===== config.mk =====
export PLATFORM = sky130hd
export DESIGN_NAME = int_ack_ctrl
export DESIGN_NICKNAME = d
export VERILOG_FILES = /design/src/rtl/int_pkg.sv /design/src/rtl/ivt_word_rd.sv /design/src/rtl/int_ack_ctrl.sv
export SDC_FILE = /design/constraint.sdc
export NUM_CORES = 1
export LEC_CHECK = 0
export ABC_AREA = 1
export BUFFER_PORTS_ARGS = -buffer_cell sky130_fd_sc_hd__buf_2
export CORE_MARGIN = 5
export CORE_UTILIZATION = 51
export DETAILED_ROUTE_END_ITERATION = 16
export GPL_TIMING_DRIVEN = 0
export PLACE_DENSITY = 0.84
export SETUP_SLACK_MARGIN = 0.4
export SYNTH_ARGS = -nofsm -noshare
export SYNTH_HDL_FRONTEND = slang
export SYNTH_HIERARCHICAL = 1
export SYNTH_SLANG_ARGS = --single-unit

===== constraint.sdc =====
create_clock -name iClk -period 1.9 [get_ports iClk]
set_clock_uncertainty 0.2 [all_clocks]
set_input_delay 0.19 -clock iClk [delete_from_list [all_inputs] [get_ports iClk]]
set_output_delay 0.19 -clock iClk [all_outputs]
set_load 0.02 [all_outputs]

===== src/rtl/int_pkg.sv =====
// Shared types and constants for the I8259 acknowledge / IVT fetch responder.
// The optional NMI input is enabled by defining NMI_EN.
package int_pkg;

  localparam int unsigned ADDR_W          = 20;
  localparam int unsigned DATA_W          = 16;
  localparam int unsigned VEC_W           = 8;
  localparam int unsigned CNT_W           = 4;
  localparam int unsigned IVT_ENTRY_SHIFT = 2;

  localparam logic [VEC_W-1:0]  NMI_VEC   = 8'd2;
  localparam logic [ADDR_W-1:0] CS_OFFSET = 20'd2;

  typedef enum logic [2:0] {
    IDLE,
    ACK,
    RD_IP,
    RD_CS,
    DONE
  } state_e;

  // Result handed to the core sequencer on completion
  typedef struct packed {
    logic [DATA_W-1:0] ip;
    logic [DATA_W-1:0] cs;
    logic [VEC_W-1:0]  vec;
    logic              hw;
  } svc_t;

  // IVT word address: base + vec*4 (+2 for the CS word), wrapping modulo 2^20
  function automatic logic [ADDR_W-1:0] ivt_addr(input logic [ADDR_W-1:0] base,
                                                 input logic [VEC_W-1:0]  vec,
                                                 input logic              cs_word);
    logic [ADDR_W-1:0] off;
    off = ADDR_W'(vec) << IVT_ENTRY_SHIFT;
    return base + off + (cs_word ? CS_OFFSET : '0);
  endfunction

endpackage


===== src/rtl/ivt_word_rd.sv =====
// Single 16-bit word read handshake: request raised the cycle after start,
// held until the acknowledge, read data presented alongside the completion strobe.
module ivt_word_rd
  import int_pkg::*;
(
  input  logic              clk,
  input  logic              rst_n,
  input  logic              start_c,
  input  logic [ADDR_W-1:0] addr,
  output logic              mem_req,
  output logic [ADDR_W-1:0] mem_addr,
  input  logic [DATA_W-1:0] mem_data,
  input  logic              mem_ack,
  output logic              done_c,
  output logic [DATA_W-1:0] rd_data_c
);

  logic              req_q, req_d;
  logic [ADDR_W-1:0] addr_q, addr_d;

  always_comb begin
    req_d  = req_q;
    addr_d = addr_q;
    if (req_q && mem_ack) begin
      req_d = 1'b0;
    end else if (start_c && !req_q) begin
      req_d  = 1'b1;
      addr_d = addr;
    end
  end

  always_ff @(posedge clk) begin
    if (!rst_n) begin
      req_q  <= 1'b0;
      addr_q <= '0;
    end else begin
      req_q  <= req_d;
      addr_q <= addr_d;
    end
  end

  assign mem_req   = req_q;
  assign mem_addr  = addr_q;
  assign done_c    = req_q & mem_ack;
  assign rd_data_c = mem_data;

endmodule


===== src/rtl/int_ack_ctrl.sv =====
// CPU-side responder for the I8259: INTR/INT n acceptance, acknowledge handshake, IVT fetch.
// Define NMI_EN to add the edge-triggered iNMI input (priority: INT n > NMI > INTR).
module int_ack_ctrl
  import int_pkg::*;
#(
  parameter logic [ADDR_W-1:0] IVT_BASE = 20'h00000,
  parameter int unsigned       ACK_TO   = 15
) (
  input  logic              iClk,
  input  logic              iRst,
  input  logic              iINT,
  input  logic [VEC_W-1:0]  iINT_T,
  output logic              oIntAck,
  input  logic              iIF,
  input  logic              iBoundary,
  input  logic              iSwReq,
  input  logic [VEC_W-1:0]  iSwVec,
`ifdef NMI_EN
  input  logic              iNMI,
`endif
  output logic              oBusy,
  output logic              oDone,
  output logic [DATA_W-1:0] oNewIP,
  output logic [DATA_W-1:0] oNewCS,
  output logic [VEC_W-1:0]  oVec,
  output logic              oHwTaken,
  output logic              oAckTO,
  output logic              oMemReq,
  output logic [ADDR_W-1:0] oMemAddr,
  input  logic [DATA_W-1:0] iMemData,
  input  logic              iMemAck
);

  state_e            state_q, state_d;
  logic [CNT_W-1:0]  cnt_q, cnt_d;
  logic              int_ack_q, int_ack_d;
  logic              busy_q, busy_d;
  logic              done_q, done_d;
  logic              ack_to_q, ack_to_d;
  svc_t              svc_q, svc_d;

  logic              rd_start_c;
  logic              rd_done_c;
  logic [DATA_W-1:0] rd_data_c;
  logic [ADDR_W-1:0] rd_addr_c;

`ifdef NMI_EN
  logic              nmi_prev_q, nmi_prev_d;
  logic              nmi_pend_q, nmi_pend_d;
  logic              nmi_take_c;
`endif

  assign rd_addr_c = ivt_addr(IVT_BASE, svc_q.vec, state_q == RD_CS);

  // Next-state, acceptance priority and result capture
  always_comb begin
    state_d    = state_q;
    cnt_d      = cnt_q;
    int_ack_d  = int_ack_q;
    busy_d     = busy_q;
    done_d     = 1'b0;
    ack_to_d   = ack_to_q;
    svc_d      = svc_q;
    rd_start_c = 1'b0;
`ifdef NMI_EN
    nmi_take_c = 1'b0;
`endif
    case (state_q)
      IDLE: begin
        if (iSwReq) begin
          svc_d.vec = iSwVec;
          svc_d.hw  = 1'b0;
          busy_d    = 1'b1;
          state_d   = RD_IP;
`ifdef NMI_EN
        end else if (iBoundary && nmi_pend_q) begin
          svc_d.vec  = NMI_VEC;
          svc_d.hw   = 1'b1;
          busy_d     = 1'b1;
          nmi_take_c = 1'b1;
          state_d    = RD_IP;
`endif
        end else if (iBoundary && iIF && iINT) begin
          svc_d.vec = iINT_T;
          svc_d.hw  = 1'b1;
          busy_d    = 1'b1;
          int_ack_d = 1'b1;
          cnt_d     = '0;
          state_d   = ACK;
        end
      end
      ACK: begin
        // A PIC that never drops INT still gets its latched vector serviced
        if (!iINT) begin
          int_ack_d = 1'b0;
          state_d   = RD_IP;
        end else if (cnt_q == CNT_W'(ACK_TO - 1)) begin
          ack_to_d  = 1'b1;
          int_ack_d = 1'b0;
          state_d   = RD_IP;
        end else begin
          cnt_d = cnt_q + CNT_W'(1);
        end
      end
      RD_IP: begin
        rd_start_c = !oMemReq;
        if (rd_done_c) begin
          svc_d.ip = rd_data_c;
          state_d  = RD_CS;
        end
      end
      RD_CS: begin
        rd_start_c = !oMemReq;
        if (rd_done_c) begin
          svc_d.cs = rd_data_c;
          done_d   = 1'b1;
          state_d  = DONE;
        end
      end
      DONE: begin
        busy_d  = 1'b0;
        state_d = IDLE;
      end
      default: state_d = IDLE;
    endcase
  end

`ifdef NMI_EN
  // Rising-edge capture; a new edge in the take cycle stays pending
  always_comb begin
    nmi_prev_d = iNMI;
    nmi_pend_d = (nmi_pend_q && !nmi_take_c) || (iNMI && !nmi_prev_q);
  end
`endif

  always_ff @(posedge iClk) begin
    if (!iRst) begin
      state_q    <= IDLE;
      cnt_q      <= '0;
      int_ack_q  <= 1'b0;
      busy_q     <= 1'b0;
      done_q     <= 1'b0;
      ack_to_q   <= 1'b0;
      svc_q      <= '0;
`ifdef NMI_EN
      nmi_prev_q <= 1'b0;
      nmi_pend_q <= 1'b0;
`endif
    end else begin
      state_q    <= state_d;
      cnt_q      <= cnt_d;
      int_ack_q  <= int_ack_d;
      busy_q     <= busy_d;
      done_q     <= done_d;
      ack_to_q   <= ack_to_d;
      svc_q      <= svc_d;
`ifdef NMI_EN
      nmi_prev_q <= nmi_prev_d;
      nmi_pend_q <= nmi_pend_d;
`endif
    end
  end

  ivt_word_rd u_rd (
    .clk       (iClk),
    .rst_n     (iRst),
    .start_c   (rd_start_c),
    .addr      (rd_addr_c),
    .mem_req   (oMemReq),
    .mem_addr  (oMemAddr),
    .mem_data  (iMemData),
    .mem_ack   (iMemAck),
    .done_c    (rd_done_c),
    .rd_data_c (rd_data_c)
  );

  assign oIntAck  = int_ack_q;
  assign oBusy    = busy_q;
  assign oDone    = done_q;
  assign oNewIP   = svc_q.ip;
  assign oNewCS   = svc_q.cs;
  assign oVec     = svc_q.vec;
  assign oHwTaken = svc_q.hw;
  assign oAckTO   = ack_to_q;

endmodule

==> out/metrics.csv <==
metric,value,unit
ys_seq_elements,73,
synth_edf_count,0,
ctsLongestPathBuffers,2,
grt_overflow,0,
p_seq_share,33.0,%
fin_tns_setup,0,ps
synthCells,439,
placed_area,3790,um^2
cp_max_fo,3,
finalCritPeriodShare,85.9,%
powerDensity,1330,nW/um^2
synth_seq_area_share,45.4,%
swShare,36.6,%
critPathCaptureType,register,
std_cell_rows,29,
drv_slew,0,
final_util,75.5,%
power_frac_comb,41.6,%
drtPass1Iterations,5,
routed_wl,9590,um
path_clk_slew,80,ps
numCtsBuffers,9,
rsz0062_at_grt,yes,
antenna_found_initial,0,
drv_cap,0,
path_class,register to register,
synth_top_cell_by_area,dfxtp_1,
ant_nets,0,
stdcell_area,4710,um^2
dp_hpwl,5870,um
io_buffers,88,
synthFlopType,dfxtp_1,
die_h,89.4,um
n_antenna_cell,0,
final_nets,638,
area_growth_syn_to_layout,46.5,%
root_buffer,clkbuf_8,
gr-usage-all-layers,23.3,%
insertion_delay,350,ps
fmax,0.613,GHz
worst_pin_slew,586,ps
wl_per_cell,14.1,um
drcViolationCount,0,
cp.arrival,1700,ps
first_global_vias,3148,
synth_area_leaders,"dfxtp_1 (45%), nor2_1 (10%), nand3_1 (8.6%)",
synth.top_cell.area_share,45.4,%
initial_core_util,51.6,%
cts_tree,built,
grt_first_pass_wirelength,14200,um
htreeDepth,3,
setup_viol,0,
start_kind,register,
irDropWorstVdd,0.00102,V
finalHoldViolCount,0,
yosys_warnings,6,
p_leak,2.29,nW
drive_above_1_share,33.4,%
power_switching,2.30,mW
via_per_inst,5.08,
dieArea,8000,um^2
worstPathRequired,1960,ps
period_minus_slack,1630,ps
power,6.29,mW
async_reset_ff_share,0,%
worst_slack,268,ps
die_w,89.4,um
hold_path_class,input pin to register,
place_congestion,0.810,
ff_latch_area,1480,um^2
core_area,6240,um^2
fill_cells,452,
boundaryPins,105,
drt_first_iter_violations,204,
p_int,3.99,mW
netlist_area,3220,um^2
pre_cts_ws,259,ps
synth.distinct_cells,27,
cts.sinks,73,
multiInputGateArea,1480,um^2
vias,3446,
synth.avg_cell_area,7.33,um^2
slew_headroom,60.9,%
status,finished clean,
grt_start_max_net_pins,13,
pwr-share-clk,25.4,%
## layout by cell type, fill, tap and decap left out, types with 2 or more instances in the layout
cell           Yosys  layout
nand3_1           55      51
nand3_2            1       3
inv_6              0       2
nor2_1            86      84
o211a_1            8       8
bufinv_16          0       4
buf_6              2       6
clkbuf_1           9       8
dfxtp_4            0       3
nand3_4            0       2
inv_1             32      30
clkbuf_8           0      10
nand2_2            4       4
o21ai_0           20       9
buf_4             28      42
dfxtp_1           73      67
inv_2              7       4
nand4_1            2       2
inv_4              0       3
dfxtp_2            0       3
nand2_4            1       4
nand2_1           66      63
o21ai_1            0       5
o21ai_2            0       6
dlygate4sd3_1      0      32
a21oi_1           27      26
nor2_4             2       6
buf_2              5      91
conb_1             1      11
## cell families after synthesis
kind of cell,count (synthesis),share of synthesized area (%)
AND/OR/NAND/NOR,221,29.5
AO/OA/AOI/OAI,57,10.3
buffers and inverters,85,13.9
other,1,0.117
adder cells (fa/ha/maj),2,0.777
flip-flops,73,45.4
## critical path: stages (launching register included)
cell and delay [ps]:
dfxtp_2 360, inv_2 110, buf_4 120, nand3_1 100, nor2_1 210, nor2_1 110
nand3_1 110, nand2_1 80, nor2_1 150
## what timing repair did
item | CTS | global route
setup endpoints to repair | 32 | 55
hold endpoints to repair | 40 | 0
resized for setup | 16 | 53
hold buffers | 32 | 0
pin swaps | 3 | 11
setup buffers | 5 | 12
## synthesized netlist by cell type (2+ instances only)
master and n:
o21ai_0 20, buf_4 28, nor2_1 86, nand4_1 2, buf_2 5, nor2_4 2
nand3_1 55, ha_1 2, inv_1 32, clkbuf_1 9, dfxtp_1 73, inv_2 7
nor2_2 2, nand2_2 4, a21oi_1 27, o211a_1 8, buf_6 2, nand2_1 66
## state kept, by name, summed over array words and instances (netlist names)
signal         count
u_rd/mem_req       1
oAckTO             1
oNewCS            16
cnt_q              4
oNewIP            16
oBusy              1
oHwTaken           1
u_rd/mem_addr     20
oVec               8
oDone              1
oIntAck            1
state_q            3
## power by group through the flow
stage	logic, mW	clock network, mW	registers (mW)
floorplan	1.25	0	2.31
global placement	1.99	0	2.06
detailed placement	2.03	0	2.08
CTS	2.23	1.61	2.05
global route	2.87	1.68	2.11
finish	2.62	1.60	2.07
## through the flow
step	instances	hold WS [ps]
3_3_place_gp	614	246
2_1_floorplan	449	106
6_report	678	11.0
5_1_grt	678	12.5
4_1_cts	666	0.912
3_5_place_dp	614	251
## final timing paths
check | start | slack, ps | to | depth (start not counted)
hold reg to reg | oNewCS[14]$_SDFFE_PN0P_ | 260 | oNewCS[14]$_SDFFE_PN0P_ | 2
setup / recovery | state_q[2]$_SDFFE_PN0P_ | 270 | state_q[0]$_SDFFE_PN0P_ | 8
setup reg to reg | state_q[2]$_SDFFE_PN0P_ | 270 | state_q[0]$_SDFFE_PN0P_ | 8
hold / removal | iSwVec[6] | 10 | oVec[6]$_SDFFE_PN0P_ | 4
## routing by layer
layer,up-vias,wire (um),track usage (%)
met2,171,4940,40.9
met1,1545,3540,25.9
met4,0,470,14.6
met3,45,630,3.87
li1,1685,-,-
met5,-,0,0
## area by class of cell
| class | count | share of cell area (%) |
|---|---|---|
| buffer | 46 | 7.09 |
| clock buffer | 10 | 2.92 |
| clock inverter | 5 | 2.71 |
| inverter | 39 | 3.48 |
| multi-input combinational | 291 | 31.3 |
| sequential | 73 | 31.3 |
| tap | 77 | 2.04 |
| timing repair buffer | 137 | 19.1 |
No activity file was read; power rests on OpenSTA's default activity.
